$ cat src/rtl/instr_feeder_if.sv
// instr_feeder_if: host FIFO port plus cpu instruction/handshake signals.
// master = host/cpu side, slave = the feeder.
interface instr_feeder_if;
    logic        push;
    logic [15:0] push_data;
    logic        full;
    logic        empty;
    logic [15:0] in;
    logic        load;
    logic        s;
    logic        w;
    logic        busy;
    logic [7:0]  issued;
    logic        err;
    modport master (output push, push_data, w, input full, empty, in, load, s, busy, issued, err);
    modport slave (input push, push_data, w, output full, empty, in, load, s, busy, issued, err);
endinterface

$ cat src/rtl/instr_feeder.sv
// instr_feeder: 8-deep instruction FIFO that feeds a cpu through a load/start/wait handshake.
// Optional watchdog on the wait phase when INSTR_FEEDER_WATCHDOG_EN is defined.
module instr_feeder (
    input logic clk,
    input logic reset,
    instr_feeder_if.slave f
);
    typedef enum logic [2:0] {IDLE, LOAD, START, WAIT_LO, WAIT_HI} state_t;
    state_t state;
    logic [15:0] mem [8];
    logic [2:0] wp, rp;
    logic [3:0] cnt;
    logic push_ok, done, to, pop;
    assign f.full = cnt[3];
    assign f.empty = cnt == 4'd0;
    assign push_ok = f.push && !f.full;
    assign done = state == WAIT_HI && f.w;
    assign pop = done || to;
    always_ff @(posedge clk)
        if (push_ok) mem[wp] <= f.push_data;
    always_ff @(posedge clk or posedge reset)
        if (reset) begin
            wp <= '0;
            rp <= '0;
            cnt <= '0;
        end else begin
            if (push_ok) wp <= wp + 3'd1;
            if (pop) rp <= rp + 3'd1;
            cnt <= cnt + 4'(push_ok) - 4'(pop);
        end
    // Head stays in the FIFO until completion; pushes during flight land behind it.
    always_ff @(posedge clk or posedge reset)
        if (reset) begin
            state <= IDLE;
            f.in <= '0;
            f.load <= 1'b0;
            f.s <= 1'b0;
            f.busy <= 1'b0;
            f.issued <= '0;
        end else begin
            case (state)
                IDLE: if (!f.empty && f.w) begin
                    state <= LOAD;
                    f.load <= 1'b1;
                    f.busy <= 1'b1;
                    f.in <= mem[rp];
                end
                LOAD: begin
                    state <= START;
                    f.load <= 1'b0;
                    f.s <= 1'b1;
                end
                START: begin
                    state <= WAIT_LO;
                    f.s <= 1'b0;
                end
                WAIT_LO: if (!f.w) state <= WAIT_HI;
                WAIT_HI: state <= WAIT_HI;
                default: state <= IDLE;
            endcase
            if (pop) begin
                state <= IDLE;
                f.in <= '0;
                f.busy <= 1'b0;
            end
            if (done) f.issued <= f.issued + 8'd1;
        end
`ifdef INSTR_FEEDER_WATCHDOG_EN
    logic [7:0] wd;
    logic waiting;
    assign waiting = state == WAIT_LO || state == WAIT_HI;
    assign to = waiting && wd == 8'hFF && !done;
    always_ff @(posedge clk or posedge reset)
        if (reset) begin
            wd <= '0;
            f.err <= 1'b0;
        end else begin
            wd <= waiting && !pop ? wd + 8'd1 : 8'd0;
            if (to) f.err <= 1'b1;
        end
`else
    assign to = 1'b0;
    assign f.err = 1'b0;
`endif
endmodule

$ cat src/flat_wrapper.sv
// flat-port wrapper written by rule: the top's interface ports become plain ports
module instr_feeder_flat 
  (clk, reset, f_push, f_push_data, f_w, f_full, f_empty, f_in, f_load, f_s, f_busy, f_issued, f_err);
  instr_feeder_if f_i ();
  input logic clk;
  input logic reset;
  input wire logic [$bits(f_i.push)-1:0] f_push;
  input wire logic [$bits(f_i.push_data)-1:0] f_push_data;
  input wire logic [$bits(f_i.w)-1:0] f_w;
  output wire logic [$bits(f_i.full)-1:0] f_full;
  output wire logic [$bits(f_i.empty)-1:0] f_empty;
  output wire logic [$bits(f_i.in)-1:0] f_in;
  output wire logic [$bits(f_i.load)-1:0] f_load;
  output wire logic [$bits(f_i.s)-1:0] f_s;
  output wire logic [$bits(f_i.busy)-1:0] f_busy;
  output wire logic [$bits(f_i.issued)-1:0] f_issued;
  output wire logic [$bits(f_i.err)-1:0] f_err;
  assign f_i.push = f_push;
  assign f_i.push_data = f_push_data;
  assign f_i.w = f_w;
  assign f_full = f_i.full;
  assign f_empty = f_i.empty;
  assign f_in = f_i.in;
  assign f_load = f_i.load;
  assign f_s = f_i.s;
  assign f_busy = f_i.busy;
  assign f_issued = f_i.issued;
  assign f_err = f_i.err;
  instr_feeder u_core (.clk(clk), .reset(reset), .f(f_i));
endmodule
$ cat config.mk
export PLATFORM = sky130hd
export DESIGN_NAME = instr_feeder_flat
export DESIGN_NICKNAME = d
export VERILOG_FILES = /design/src/rtl/instr_feeder_if.sv /design/src/rtl/instr_feeder.sv /design/src/flat_wrapper.sv
export SDC_FILE = /design/constraint.sdc
export NUM_CORES = 1
export LEC_CHECK = 0
export CAP_MARGIN = 10
export CORE_MARGIN = 5
export CORE_UTILIZATION = 53
export DETAILED_ROUTE_END_ITERATION = 16
export PLACE_DENSITY = 0.71
export SYNTH_ARGS = -nofsm -noshare
export SYNTH_HDL_FRONTEND = slang
export SYNTH_SLANG_ARGS = --single-unit
$ cat constraint.sdc
create_clock -name clk -period 3.3 [get_ports clk]
set_input_delay 0.66 -clock clk [delete_from_list [all_inputs] [get_ports clk]]
set_output_delay 0.66 -clock clk [all_outputs]
set_load 0.05 [all_outputs]
==> impl_metrics.tcl <==
set metrics [dict create \
    outcome "finished clean" \
    grt_max_degree 37 \
    synth_nets 398 \
    crit_path_max_fanout 2 \
    synth_top_area_cell "edfxtp_1" \
    drt.antenna.violating_nets 0 \
    cts_root_buffer "clkbuf_16" \
    grt_pass1_wl_um 20960 \
    cp-start-kind "flop" \
    coreArea_um2 12570 \
    busiest_layer "met2" \
    tritoncts "done" \
    cts_made_buffers 17 \
    num_vias 3532 \
    min_period_over_period_pct 72.42 \
    drt_iter0_drc 210 \
    place.port_buffers 48 \
    drc 0 \
    fmax_mhz 418.5 \
    dpl.hpwl_um 7752 \
    cpPeakStageDelay_ps 420 \
    die-area_um2 15130 \
    crit_chain "inv_1, ha_1, or3b_1, inv_1, buf_4" \
    power_mw 6.936 \
    postCtsSetupBuffers 0 \
    synth_area_leaders "edfxtp_1 (57%), dfrtp_1 (15%), mux4_2 (11%)" \
    power_leakage_nw 2.822 \
    netlist_area_um2 6768 \
    clk_path_buf_depth 2 \
    synth_edf_count 128 \
    die_y_um 123 \
    path_clk_slew_ps 60 \
    rsz0062_at_grt "false" \
    synth_top_area_share_pct 56.79 \
    fp-row-count 41 \
    met1_usage_pct 25.77 \
    yosys_warnings 0 \
    htreeDepth 4 \
    peakVddDrop_mv 0.5125 \
    antenna_found_initial 0 \
    critPathArrivalTime_ps 1730 \
    hold-worst-slack_ps 467.2 \
    crit_type "flop to primary output" \
    cap_viol_max_count 0 \
    num_io_pins 50 \
    clk_latency_ps 420 \
    synth_async_sr_flop_share_pct 23.81 \
    routed_wl_um 12890 \
    synth_seq_cells 168 \
    overflow 0 \
    wire_per_inst_um 20.96 \
    power.density_nw_per_um2 861.0 \
    setup_viol 0 \
    placedCellCount 583 \
    drive_above_1_share_pct 21.90 \
    area_growth_pct 19.02 \
    worstHoldPathType "flop to flop" \
    fin_nets 458 \
    crit_required_ps 2640 \
    syn_avg_cell_area_um2 18.29 \
    relSlewSlack_pct 25.59 \
    grtUsageMet2_pct 30.06 \
    grtUsageTotal_pct 18.99 \
    crit_slowest_cell "or3b_1" \
    cts.sinks 168 \
    die_w_um 123 \
    cp_common_cell "inv_1" \
    cts_resized 0 \
    start_util_pct 53.85 \
    fin_cells 615 \
    grt_use_met3_pct 5.169 \
    vias_per_cell 5.743 \
    yosysSeqAreaShare_pct 71.58 \
    max_slew.worst_pin.slew_ps 1116 \
    slew_viol_final 0 \
    gp_congestion 0.7434 \
    final.setup.tns_ps 0 \
    finalHoldViolations 0 \
    antenna-diode-count 0 \
    synth_cell_type_count 36 \
    syn_inst 370 \
    min_period_ps 2390 \
    finClkSkew_ps 9.267 \
    dr.pass1.iters 5 \
    synthFlopType "edfxtp_1" \
    cts_hold_buf 0 \
    grt_pass1_vias 3700 \
    end_kind "primary output" \
]
==> worst paths after layout <==
path	start	to	slack [ps]	cells past startpoint
worst max-delay path	u_core.cnt[2]	f_empty	910	5
worst min-delay path	u_core.f.issued[7]	u_core.f.issued[7]	470	1
worst max register to register	u_core.cnt[2]	u_core.f.in[11]	1300	6
worst min register to register	u_core.f.issued[7]	u_core.f.issued[7]	470	1
max in group asynchronous	reset	u_core.wp[0]	1970	3
min in group asynchronous	reset	u_core.f.issued[5]	680	2
==> Yosys cell counts, types with 2 or more instances <==
library cell    n
nor2b_1         2
o211ai_2       10
nand4_1        20
nor3_1          2
a21oi_1         5
buf_6           5
nor2_1         11
buf_4           3
edfxtp_1      128
nand2b_1        5
dfrtp_1        40
buf_2           8
xor2_1          6
mux2_2          3
nand4b_1       16
nand2_1         6
inv_1          22
o21ai_0         3
o211ai_1        6
xnor2_1         8
clkbuf_1        7
and3_1          2
mux4_2         32
ha_1            7
buf_1           2
==> cells by family after synthesis <==
kind of cell / count (synthesis) / share of synthesized area [%]
adders and majority gates: 8 / 1.590
muxes: 35 / 11.15
other: 1 / 0.05541
xor gates and xnor gates: 14 / 1.812
DFF: 168 / 71.58
and+or+nand+nor: 69 / 6.692
buffers and inverters: 47 / 3.476
AOI/OAI and AO/OA: 28 / 3.642
==> stage by stage <==
step	util, %	cell area, um2	setup WS [ps]
after floorplan	-	6768	625.6
after global placement	59.41	7467	822.9
after detailed placement	59.41	7467	780.3
after CTS	64.09	8055	848.6
after global routing	64.09	8055	808.2
final	64.09	8055	910.3
==> registers in the layout, indices dropped and copies added, names as in the netlist <==
signal           count
u_core.f.s           1
u_core.wp            3
u_core.f.busy        1
u_core.f.load        1
u_core.f.issued      8
u_core.f.in         16
u_core.mem         128
u_core.state         3
u_core.rp            3
u_core.cnt           4
==> final cells by class <==
cell class                      count  area [um2]
Inverter                           22       82.58
Sequential cell                   168        4846
Tap cell                          172       215.2
Clock inverter                     11       127.6
Timing Repair Buffer               66       625.6
Multi-Input combinational cell    155        1698
Clock buffer                       21       460.4
Fill cell                         893        4513
==> critical path, delay by kind of cell, from the launching register on <==
kind / cells / cell delay [ps]
adders and majority gates: 1 / 140
buffers and inverters: 3 / 370
DFF: 1 / 370
and+or+nand+nor: 1 / 420
==> report_power, final <==
part           total [mW]  internal (mW)  switching, mW
sequential           2.92           2.64          0.284
combinational        2.05          0.873           1.18
clock                1.96           1.21          0.743
total                6.94           4.73           2.21
==> cells in the final DEF (no fill, tap or decap), drive strengths merged, types with 6 or more instances in the layout <==
cell type      netlist  routed
buf                 18      19
clkbuf               7      21
clkdlybuf4s50        0      47
clkinv               0       7
dfrtp               40      40
edfxtp             128     128
ha                   7       7
inv                 22      22
mux4                32      32
nand2                6       6
nand4               20      20
nand4b              16      16
nor2                11      11
o211ai              16      16
xnor2                8       8
xor2                 6       6
==> metal layers <==
layer / wire length [um] / up-vias
met4: 181 / 0
li1: - / 1570
met5: 0 / -
met3: 818 / 14
met2: 6420 / 127
met1: 5466 / 1821
No activity file was read; power rests on OpenSTA's default activity.
